<file path="src/rtl/instr_encoder.sv">
// Encodes decoded instruction requests into MIPS words and streams them into the IM load port.
// Latency: one cycle from an accepted request to im_we/im_wdata.
// Backpressure: in_ready drops while full or during restart; stalled requests are held, not dropped.
module instr_encoder #(
  parameter logic [31:0] BASE_ADDR = 32'h0000_3000,
  parameter int          DEPTH     = 1024,
  parameter int          CW        = 11
) (
  input  logic          clk,
  input  logic          reset,
  input  logic          in_valid,
  output logic          in_ready,
  input  logic [3:0]    op_sel,
  input  logic [4:0]    rs,
  input  logic [4:0]    rt,
  input  logic [4:0]    rd,
  input  logic [15:0]   imm,
  input  logic [25:0]   target,
  input  logic          restart,
  output logic          im_we,
  output logic [31:0]   im_addr,
  output logic [31:0]   im_wdata,
  output logic [CW-1:0] count,
  output logic          full,
  output logic          illegal
);

  typedef enum logic {RUN, FULL} state_t;

  state_t      state_q;
  state_t      state_d;
  logic        xfer;
  logic        legal;
  logic [31:0] enc;
  logic        last_word;

  // Combinational encoder; legal is low for the unused op_sel codes.
  always_comb begin
    legal = 1'b1;
    enc   = 32'h0;
    case (op_sel)
      4'd0:    enc = {6'b000000, rs, rt, rd, 5'b00000, 6'b100001};
      4'd1:    enc = {6'b000000, rs, rt, rd, 5'b00000, 6'b100011};
      4'd2:    enc = {6'b001101, rs, rt, imm};
      4'd3:    enc = {6'b001111, 5'b00000, rt, imm};
      4'd4:    enc = {6'b100011, rs, rt, imm};
      4'd5:    enc = {6'b101011, rs, rt, imm};
      4'd6:    enc = {6'b000100, rs, rt, imm};
      4'd7:    enc = {6'b000011, target};
      4'd8:    enc = {6'b000000, rs, 15'b0, 6'b001000};
      default: legal = 1'b0;
    endcase
  end

  // Handshake and next-state logic; in_ready depends only on state and restart.
  always_comb begin
    state_d   = state_q;
    in_ready  = (state_q == RUN) && !restart;
    xfer      = in_valid && in_ready;
    last_word = (count + 1'b1) == CW'(DEPTH);
    if (restart) begin
      state_d = RUN;
    end else if (xfer && legal && last_word) begin
      state_d = FULL;
    end
  end

  // State register.
  always_ff @(posedge clk) begin
    if (reset) begin
      state_q <= RUN;
    end else begin
      state_q <= state_d;
    end
  end

  // Write port, word counter and sticky illegal flag. im_addr sits on the
  // word being written while im_we is high and steps past it on the next edge.
  always_ff @(posedge clk) begin
    if (reset) begin
      im_we    <= 1'b0;
      im_addr  <= BASE_ADDR;
      im_wdata <= 32'h0;
      count    <= '0;
      illegal  <= 1'b0;
    end else if (restart) begin
      im_we    <= 1'b0;
      im_addr  <= BASE_ADDR;
      count    <= '0;
      illegal  <= 1'b0;
    end else begin
      im_we   <= xfer && legal;
      im_addr <= im_we ? im_addr + 32'd4 : im_addr;
      if (xfer && legal) begin
        im_wdata <= enc;
        count    <= count + 1'b1;
      end
      if (xfer && !legal) begin
        illegal <= 1'b1;
      end
    end
  end

  assign full = (state_q == FULL);

endmodule
</file>
<file path="config.mk">
export PLATFORM = sky130hd
export DESIGN_NAME = instr_encoder
export DESIGN_NICKNAME = d
export VERILOG_FILES = /design/src/rtl/instr_encoder.sv
export SDC_FILE = /design/constraint.sdc
export NUM_CORES = 1
export LEC_CHECK = 0
export BUFFER_PORTS_ARGS = -buffer_cell sky130_fd_sc_hd__buf_2
export CAP_MARGIN = 25
export CORE_MARGIN = 1
export CORE_UTILIZATION = 51
export CTS_CLUSTER_SIZE = 25
export DETAILED_ROUTE_END_ITERATION = 7
export GPL_TIMING_DRIVEN = 0
export PLACE_DENSITY = 0.91
export RECOVER_POWER = 50
export SLEW_MARGIN = 20
export SYNTH_ARGS = -nofsm -noshare
export SYNTH_HDL_FRONTEND = slang
export SYNTH_SLANG_ARGS = --single-unit
</file>
<file path="constraint.sdc">
create_clock -name clk -period 3.9 [get_ports clk]
set_input_delay 0 -clock clk [delete_from_list [all_inputs] [get_ports clk]]
set_output_delay 0 -clock clk [all_outputs]
set_load 0.005 [all_outputs]
</file>
==> summary.txt, run 1 <==
Min path
  • HP Class: primary input to register
  • WHS Path Cells: 3
  • Hold Path Sink: im_wdata[23]$_SDFFE_PP0P_
  • Worst hold start: rs[2]

Yosys
  • Compound-gate portion of the synthesized area: 0.129
  • Yosys warning total: 0
  • Post-synth cell types: 38
  • Synth Area in Adders: 0.00687
  • Yosys reg bits: 75
  • Synth Area in XOR/XNOR: 0.101
  • Synth Area per Inst: 8.17 µm²
  • Simple-gate portion of the synthesized area: 0.273
  • Post-Synthesis Cells: 446
  • Multiplexer share of the synthesized area: 0.0223
  • Cell Area, Synth: 0.00364 mm²
  • Largest family of logic cells by synthesized area: simple AND/OR/NAND/NOR gates
  • Sequential share of the synthesized area: 0.412

Finish
  • Most common cell after layout, fill and taps aside: buf_2
  • Area Overhead vs Synth: 30.0%
  • Net count reported at finish: 673
  • Finished Core Util: 0.693
  • Antenna Cells: 0
  • Fraction of layout cells with a size suffix above 1: 0.219
  • Most frequent cells in the layout: buf_2 (104), dfxtp_1 (75), nor2_1 (74)

Setup path
  • Max incr delay on CP: 0.59 ns
  • CP Capture Type: register
  • Crit path DAT: 2.62 ns
  • Worst r2r src: full$_SDFFE_PP0P_
  • Critical Path Start Type: register
  • CP Max Fanout: 10
  • Crit Path Category: register to register
  • Cell family with most CP delay: buffers and inverters
  • CP max-delay cell: dlygate4sd3_1
  • Reg2reg end: im_wdata[22]$_SDFFE_PP0P_
  • CP required: 4.12 ns
  • Crit-path cells: nor3b_2 > nand2b_4 > clkbuf_1 > a221oi_1 > dlygate4sd3_1 > nor3_1
  • Worst path bufs/invs: 2
  • Reg-to-reg setup timing slack: 1.49 ns
  • Worst reg2reg path depth: 6

Global routing
  • Global-route wire length before repair: 16.4 mm
  • Initial antenna violation count: 0
  • Vias in the first global route: 3,541
  • Largest net degree at the start of global routing: 14
  • All-Layer GR Usage: 0.280
  • Grt total ovfl: 0

Power and ir drop
  • Sw frac: 0.246
  • Worst vdd ir: 0.220 mV
  • Clk network pwr share: 0.407
  • Switch Pwr: 398 µW
  • P_int: 1.22 mW
  • Leakage: 2.03 nW
  • Final Power: 1.62 mW
  • PD cells: 342 mW/mm²
  • Sequential Power Share: 0.485
  • Combinational group share of total power: 0.108

Die
  • Initial core utilization: 0.533
  • Die H: 86.5 µm
  • Total die area: 0.00748 mm²
  • Site row count: 30
  • # IOs: 144
  • Core footprint: 0.00683 mm²
  • Chip width: 86.5 µm

Clocking
  • CTS buffer count: 9
  • Clock sinks: 75
  • Cts-stage hold buffer count: 12
  • Clock Path Buffers: 2
  • Setup bufs post-CTS: 0
  • H-tree depth: 3
  • CTS tree: done
  • Clock Latency Late Sink: 0.35 ns
  • Post-cts gate resize count: 0
  • Reg clk slew, reported paths: 0.08 ns
  • Root Driver: clkbuf_8

Timing
  • Final setup margin: 1.49 ns
  • Setup TNS Final: 0 ns
  • Final Setup Violations: 0
  • Period utilisation layout: 0.617
  • Max Transition Viols Final: 0
  • Final min period: 2.41 ns
  • Hold slack: 0.00545 ns
  • RSZ-0062 raised after global routing: no
  • Relative slew slack: 0.529
  • Worst-Margin Slew: 0.704 ns
  • Clk_skew: 0.00692 ns
  • Final hold viol count: 0
  • Fmax: 416 MHz

Route
  • Drt via density: 5.41
  • TritonRoute pass-1 iters: 5
  • Number of DRC markers in iteration 0: 296
  • DRC: 0
  • Antenna Nets Post-Route: 0
  • Total routed wirelength: 10.3 mm
  • Routed via count: 3,828
  • Routed len/inst: 14.6 µm

Placed design
  • Worst slack, placed: 1.98 ns
  • Port Buffer Count: 135
  • Placer Congestion: 0.928
  • DP Wirelength: 7.44 mm

Job
  • Max cap viols: 0

Status
  • Status: complete, no violations
-- worst max-delay path by stage --
stage / to / from / slack (ns) / cells past startpoint
5_1_grt: im_wdata[22]$_SDFFE_PP0P_ / full$_SDFFE_PP0P_ / 1.36 / 6
3_5_place_dp: im_wdata[26]$_SDFFE_PP0P_ / full$_SDFFE_PP0P_ / 1.98 / 4
3_3_place_gp: im_wdata[26]$_SDFFE_PP0P_ / full$_SDFFE_PP0P_ / 2.04 / 4
4_1_cts: im_wdata[25]$_SDFFE_PP0P_ / full$_SDFFE_PP0P_ / 1.53 / 6
2_1_floorplan: im_addr[24]$_SDFFE_PP0P_ / im_addr[2]$_SDFFE_PP0P_ / 2.31 / 6
6_report: im_wdata[22]$_SDFFE_PP0P_ / full$_SDFFE_PP0P_ / 1.49 / 6
-- power groups by stage --
stage / logic (mW) / registers [mW] / clock network [mW]
finish: 0.174 / 0.785 / 0.659
floorplan: 0.0924 / 0.804 / 0
detailed placement: 0.163 / 0.802 / 0
global route: 0.192 / 0.786 / 0.703
CTS: 0.173 / 0.785 / 0.667
global placement: 0.158 / 0.802 / 0
-- cells by family (layout without fill, tap and decap cells) --
kind of cell             count (synthesis)  in the layout
flip-flops                              75             75
multiplexers                             8              8
buffers and inverters                   44            207
other                                    1              3
AO/OA/AOI/OAI                           71             71
AND/OR/NAND/NOR                        203            203
adder cells (fa/ha/maj)                  2              2
XOR/XNOR                                42             42
-- worst min-delay path, stage by stage --
cell and delay [ns]:
buf_2 0.08, a221oi_1 0.07, nor3_1 0.16
-- sequential cells by signal (all words and copies together) (netlist names) --
| register | cells |
|---|---|
| count | 11 |
| full | 1 |
| illegal | 1 |
| im_addr | 30 |
| im_wdata | 31 |
| im_we | 1 |
-- per-layer routing --
layer | track usage | wire, µm | vias up
met5 | 0 | 0 | -
li1 | - | - | 1862
met1 | 0.351 | 4480 | 1751
met4 | 0.165 | 302 | 0
met2 | 0.447 | 4880 | 184
met3 | 0.0571 | 634 | 31
-- cell usage after synthesis --
| cell type | instances | area share |
|---|---|---|
| a21o_1 | 5 | 0.010 |
| a21oi_1 | 20 | 0.027 |
| a221oi_1 | 8 | 0.019 |
| a22oi_1 | 12 | 0.025 |
| a2bb2oi_1 | 7 | 0.017 |
| a311oi_1 | 2 | 0.0048 |
| and2_1 | 1 | 0.0017 |
| and3_1 | 14 | 0.024 |
| and4_1 | 4 | 0.0096 |
| buf_2 | 6 | 0.0082 |
| buf_4 | 3 | 0.0062 |
| buf_6 | 2 | 0.0062 |
| clkbuf_1 | 22 | 0.023 |
| conb_1 | 1 | 0.0010 |
| dfxtp_1 | 75 | 0.41 |
| ha_1 | 2 | 0.0069 |
| inv_1 | 11 | 0.011 |
| mux2_2 | 1 | 0.0031 |
| mux2i_1 | 7 | 0.019 |
| nand2_1 | 38 | 0.039 |
| nand2b_4 | 1 | 0.0038 |
| nand3_1 | 27 | 0.037 |
| nand4_1 | 14 | 0.024 |
| nand4_2 | 1 | 0.0034 |
| nor2_1 | 74 | 0.076 |
| nor2b_1 | 1 | 0.0017 |
| nor3_1 | 18 | 0.025 |
| nor3b_1 | 1 | 0.0021 |
| nor3b_2 | 1 | 0.0034 |
| nor4_1 | 1 | 0.0017 |
| nor4_4 | 2 | 0.012 |
| o21ai_0 | 13 | 0.018 |
| o22ai_1 | 3 | 0.0052 |
| o31a_1 | 1 | 0.0024 |
| or2_2 | 4 | 0.0069 |
| or3_1 | 1 | 0.0017 |
| xnor2_1 | 14 | 0.034 |
| xor2_1 | 28 | 0.067 |
-- cell type report --
cell class / count / area (µm²)
Timing Repair Buffer: 147 / 749
Multi-Input combinational cell: 329 / 1950
Fill cell: 592 / 2100
Clock inverter: 6 / 87.6
Sequential cell: 75 / 1500
Buffer: 33 / 158
Inverter: 11 / 41.3
Clock buffer: 10 / 128
Tap cell: 96 / 120
-- metrics by stage --
stage	instances	cell area, µm²
finish	707	4730
global route	707	4730
CTS	707	4780
detailed placement	679	4450
global placement	679	4450
floorplan	448	3650
No activity file was read; power rests on OpenSTA's default activity.
==> inputs of run 2 (changes only) <==
CORE_UTILIZATION = 44   (was 51)
PLACE_DENSITY = 0.84   (was 0.91)
clock period = 1.9 ns   (was 3.9 ns; I/O delays follow)
==> summary.txt, run 2 (synthesis gave the netlist of run 1 again) <==
Finish
  • Net count reported at finish: 676
  • Antenna Cells: 0
  • Largest regs: im_wdata x31, im_addr x30, count x11
  • Area Overhead vs Synth: 31.2%
  • Most common cell after layout, fill and taps aside: buf_2
  • Most frequent cells in the layout: buf_2 (102), nor2_1 (74), dfxtp_1 (73)
  • Fraction of layout cells with a size suffix above 1: 0.225
  • Most flops, register: im_wdata
  • Max FFs per register: 31
  • Fillers: 739

Clocking
  • Root Driver: clkbuf_8
  • Reg clk slew, reported paths: 0.08 ns
  • CTS tree: done
  • CTS buffer count: 9
  • Clock Path Buffers: 2
  • Clock sinks: 75
  • H-tree depth: 3
  • Clock Latency Late Sink: 0.34 ns

Timing
  • Clk_skew: 0.00868 ns
  • Final Setup Violations: 0
  • Setup TNS Final: 0 ns
  • Max Transition Viols Final: 0
  • Period utilisation layout: 0.941
  • Fmax: 560 MHz
  • Final hold viol count: 1
  • Final min period: 1.79 ns
  • Hold slack: -0.000641 ns
  • Relative slew slack: 0.531
  • Worst-Margin Slew: 0.700 ns

Power and ir drop
  • Leakage: 2.03 nW
  • Worst vdd ir: 0.428 mV
  • PD cells: 689 mW/mm²

Job
  • Max cap viols: 0

Global routing
  • All-Layer GR Usage: 0.239
  • Global-route wire length before repair: 16.4 mm
  • Vias in the first global route: 3,473
  • Grt total ovfl: 0
  • Largest net degree at the start of global routing: 13
  • Initial antenna violation count: 0

Status
  • Failing checks: negative hold slack
  • Status: finished with violations

Setup path
  • CP required: 2.12 ns
  • Crit path DAT: 2.01 ns
  • Critical Path Start Type: register
  • CP Capture Type: register
  • Crit Path Category: register to register
  • CP Max Fanout: 9

Min path
  • HP Class: primary input to register

Route
  • Total routed wirelength: 10.3 mm
  • Drt via density: 5.41
  • Antenna Nets Post-Route: 0
  • TritonRoute pass-1 iters: 5
  • Routed len/inst: 14.4 µm
  • Routed via count: 3,875
  • Number of DRC markers in iteration 0: 245
  • DRC: 0

Die
  • # IOs: 144
  • Core footprint: 0.00785 mm²
  • Site row count: 32
  • Initial core utilization: 0.464
  • Die H: 93.0 µm
  • Total die area: 0.00865 mm²
  • Chip width: 93.0 µm

Placed design
  • Placer Congestion: 0.857
  • Port Buffer Count: 135
  • DP Wirelength: 7.46 mm
[run 2: changes by cell type in the layout (fill, tap and decap cells not counted), sizes merged]
cell / previous run / this run
clkbuf: 69 / 72
buf: 109 / 111
dlygate4sd3: 12 / 11
inv: 13 / 11
clkinvlp: 0 / 1
[run 2: critical path, cell delays in order, from the launching register on]
cell     delay [ns]
dfxtp_2        0.39
ha_1           0.18
nand4_1        0.21
nor4_4         0.35
buf_6          0.18
nand4_1        0.13
xor2_1         0.16
nor2_1         0.05
[run 2: power breakdown]
part	total [mW]	leakage (nW)	switching, mW	internal, mW
combinational	0.362	1.32	0.195	0.167
sequential	1.61	0.608	0.0151	1.60
clock	1.32	0.103	0.582	0.737
total	3.29	2.03	0.793	2.50
[run 2: final cells by class]
class | instances | area [µm²] | area share
repair buffers | 150 | 785 | 0.164
clock buffers | 11 | 131 | 0.0275
flip-flops and latches | 75 | 1500 | 0.315
plain buffers | 33 | 158 | 0.0330
inverters | 11 | 41.3 | 0.00864
clock inverters | 5 | 77.6 | 0.0162
well taps | 102 | 128 | 0.0267
multi-input cells | 329 | 1960 | 0.409
[run 2: routing by layer]
layer / global-route usage / vias to the layer above / share of wire
li1: - / 1866 / -
met1: 0.315 / 1790 / 0.43
met2: 0.388 / 186 / 0.47
met3: 0.0358 / 33 / 0.066
met4: 0.108 / 0 / 0.027
met5: 0 / - / 0
[run 2: worst paths after layout]
kind	start	endpoint	slack, ns	depth (start not counted)
setup reg to reg	im_addr[2]$_SDFFE_PP0P_	im_addr[24]$_SDFFE_PP0P_	0.11	7
hold reg to reg	im_wdata[15]$_SDFFE_PP0P_	im_wdata[15]$_SDFFE_PP0P_	0.46	2
hold / removal	target[24]	im_wdata[24]$_SDFFE_PP0P_	-0.0006	3
setup / recovery	im_addr[2]$_SDFFE_PP0P_	im_addr[24]$_SDFFE_PP0P_	0.11	7
[run 2: through the flow]
stage	util	worst slack, ns	total power, mW	area (µm²)	std cells
CTS	0.610	0.0250	3.31	4790	713
finish	0.609	0.113	3.29	4780	716
detailed placement	0.567	-0.0280	1.98	4450	685
global placement	0.567	-0.00335	1.98	4450	685
floorplan	-	0.313	1.84	3650	448
global route	0.609	-0.0169	3.43	4780	716
[run 2: repair_timing]
action	4_1_cts	5_1_grt
hold endpoints to repair	10	0
buffers inserted	1	3
resized for setup	1	3
pin swaps	1	3
endpoints found under the setup margin	8	19
hold buffers	11	0
==> inputs of run 3 (changes only) <==
BUFFER_PORTS_ARGS = default   (was -buffer_cell sky130_fd_sc_hd__buf_2)
CORE_UTILIZATION = 51   (was 44)
DONT_BUFFER_PORTS = 1   (was default)
PLACE_DENSITY = 0.77   (was 0.84)
==> summary.txt, run 3 (synthesis gave the netlist of run 1 again) <==
Finish
  • Finished Core Util: 0.643
  • Antenna Cells: 0
  • Most flops, register: im_wdata
  • Area Overhead vs Synth: 20.6%
  • Largest regs: im_wdata x31, im_addr x30, count x11
  • Fraction of layout cells with a size suffix above 1: 0.0835
  • Net count reported at finish: 565
  • Fillers: 593
  • Most common cell after layout, fill and taps aside: nor2_1
  • Max FFs per register: 31
  • Most frequent cells in the layout: nor2_1 (74), dfxtp_1 (73), nand2_1 (38)

Timing
  • Setup TNS Final: 0 ns
  • Final Setup Violations: 0
  • Clk_skew: 0.00835 ns
  • Fmax: 559 MHz
  • RSZ-0062 raised after global routing: no
  • Final setup margin: 0.110 ns
  • Final hold viol count: 0
  • Max Transition Viols Final: 0
  • Period utilisation layout: 0.942
  • Final min period: 1.79 ns
  • Worst-Margin Slew: 0.722 ns
  • Relative slew slack: 0.517

Clocking
  • Clock Path Buffers: 2
  • Root Driver: clkbuf_8
  • Clock Latency Late Sink: 0.34 ns
  • H-tree depth: 3
  • Reg clk slew, reported paths: 0.07 ns
  • Clock sinks: 75
  • CTS buffer count: 9
  • CTS tree: done

Global routing
  • Initial antenna violation count: 0
  • GRT busiest layer: met2
  • Met3 usage: 0.0876
  • Largest net degree at the start of global routing: 13
  • Grt total ovfl: 0
  • All-Layer GR Usage: 0.266
  • Vias in the first global route: 3,225
  • Met1 Resource Use GR: 0.305
  • M2 GR Usage: 0.453
  • Global-route wire length before repair: 15.5 mm

Die
  • Core footprint: 0.00683 mm²
  • Chip width: 86.5 µm
  • Die H: 86.5 µm
  • Initial core utilization: 0.533
  • Site row count: 30
  • # IOs: 144
  • Total die area: 0.00748 mm²

Setup path
  • Max incr delay on CP: 0.40 ns
  • CP Max Fanout: 9
  • Crit Path Category: register to register
  • Critical Path Start Type: register
  • Reg-to-reg setup timing slack: 0.11 ns
  • Crit path DAT: 2.00 ns
  • Cell family with most CP delay: simple AND/OR/NAND/NOR gates
  • CP max-delay cell: dfxtp_2
  • CP Capture Type: register
  • Crit-path cells: ha_1 > nand4_1 > nor4_4 > buf_4 > nand3_1 > xor2_1 > nor2_1
  • CP required: 2.11 ns
  • Worst path bufs/invs: 1

Power and ir drop
  • Final Power: 3.22 mW
  • PD cells: 732 mW/mm²
  • Worst vdd ir: 0.694 mV
  • Leakage: 1.66 nW

Job
  • Max cap viols: 0

Route
  • Routed via count: 3,421
  • Drt via density: 5.71
  • DRC: 0
  • Antenna Nets Post-Route: 0
  • TritonRoute pass-1 iters: 5
  • Number of DRC markers in iteration 0: 216
  • Routed len/inst: 16.4 µm
  • Total routed wirelength: 9.85 mm

Status
  • Status: complete, no violations

Placed design
  • DP Wirelength: 6.56 mm
  • Placer Congestion: 0.880
  • Worst slack, placed: -0.0490 ns
  • Port Buffer Count: 0

Min path
  • HP Class: primary input to register
run 3: cell count changes in the layout (fill, tap and decap cells not counted), sizes merged:
cell	change
buf	-97
clkbuf	-39
bufinv	-1
dlygate4sd3	+26
run 3: power breakdown:
part | internal, mW | switching, mW
sequential | 1.60 | 0.0233
clock | 0.710 | 0.566
combinational | 0.150 | 0.171
run 3: final cells by class:
cell class / count / area, µm² / share of cell area
Buffer: 32 / 154 / 0.0350
Sequential cell: 75 / 1500 / 0.342
Multi-Input combinational cell: 329 / 1960 / 0.445
Inverter: 11 / 41.3 / 0.00940
Timing Repair Buffer: 40 / 405 / 0.0923
Clock inverter: 4 / 47.5 / 0.0108
Clock buffer: 12 / 165 / 0.0376
Tap cell: 96 / 120 / 0.0273
run 3: per-layer routing:
metal | routed length [µm] | share of wire
met4 | 280 | 0.028
met2 | 4840 | 0.49
met3 | 821 | 0.083
met5 | 0 | 0
met1 | 3910 | 0.40
run 3: timing repair:
action                                 CTS  global route
endpoints found under the hold margin   30             0
setup buffers                            1             2
pin swaps                                1             2
setup endpoints to repair               15            19
resized for setup                        1             2
hold buffers                            37             0
run 3: path summary, 6_finish.rpt:
check,cells past startpoint,startpoint,to
setup / recovery,7,im_addr[2]$_SDFFE_PP0P_,im_addr[16]$_SDFFE_PP0P_
hold / removal,3,restart,count[8]$_SDFFE_PP0P_
hold reg to reg,2,im_wdata[13]$_SDFFE_PP0P_,im_wdata[13]$_SDFFE_PP0P_
setup reg to reg,7,im_addr[2]$_SDFFE_PP0P_,im_addr[16]$_SDFFE_PP0P_
run 3: worst register-to-register path, stage by stage (launching register included):
cell and delay (ns):
dfxtp_2 0.40, ha_1 0.20, nand4_1 0.22, nor4_4 0.32
buf_4 0.22, nand3_1 0.11, xor2_1 0.15, nor2_1 0.05
run 3: through the flow:
step | instances | area (µm²) | hold WS [ns]
3_3_place_gp | 544 | 3770 | 0.0310
3_5_place_dp | 544 | 3770 | 0.0294
2_1_floorplan | 448 | 3650 | 0.0269
6_report | 599 | 4390 | 0.0135
4_1_cts | 598 | 4370 | 0.00183
5_1_grt | 599 | 4390 | 0.0129
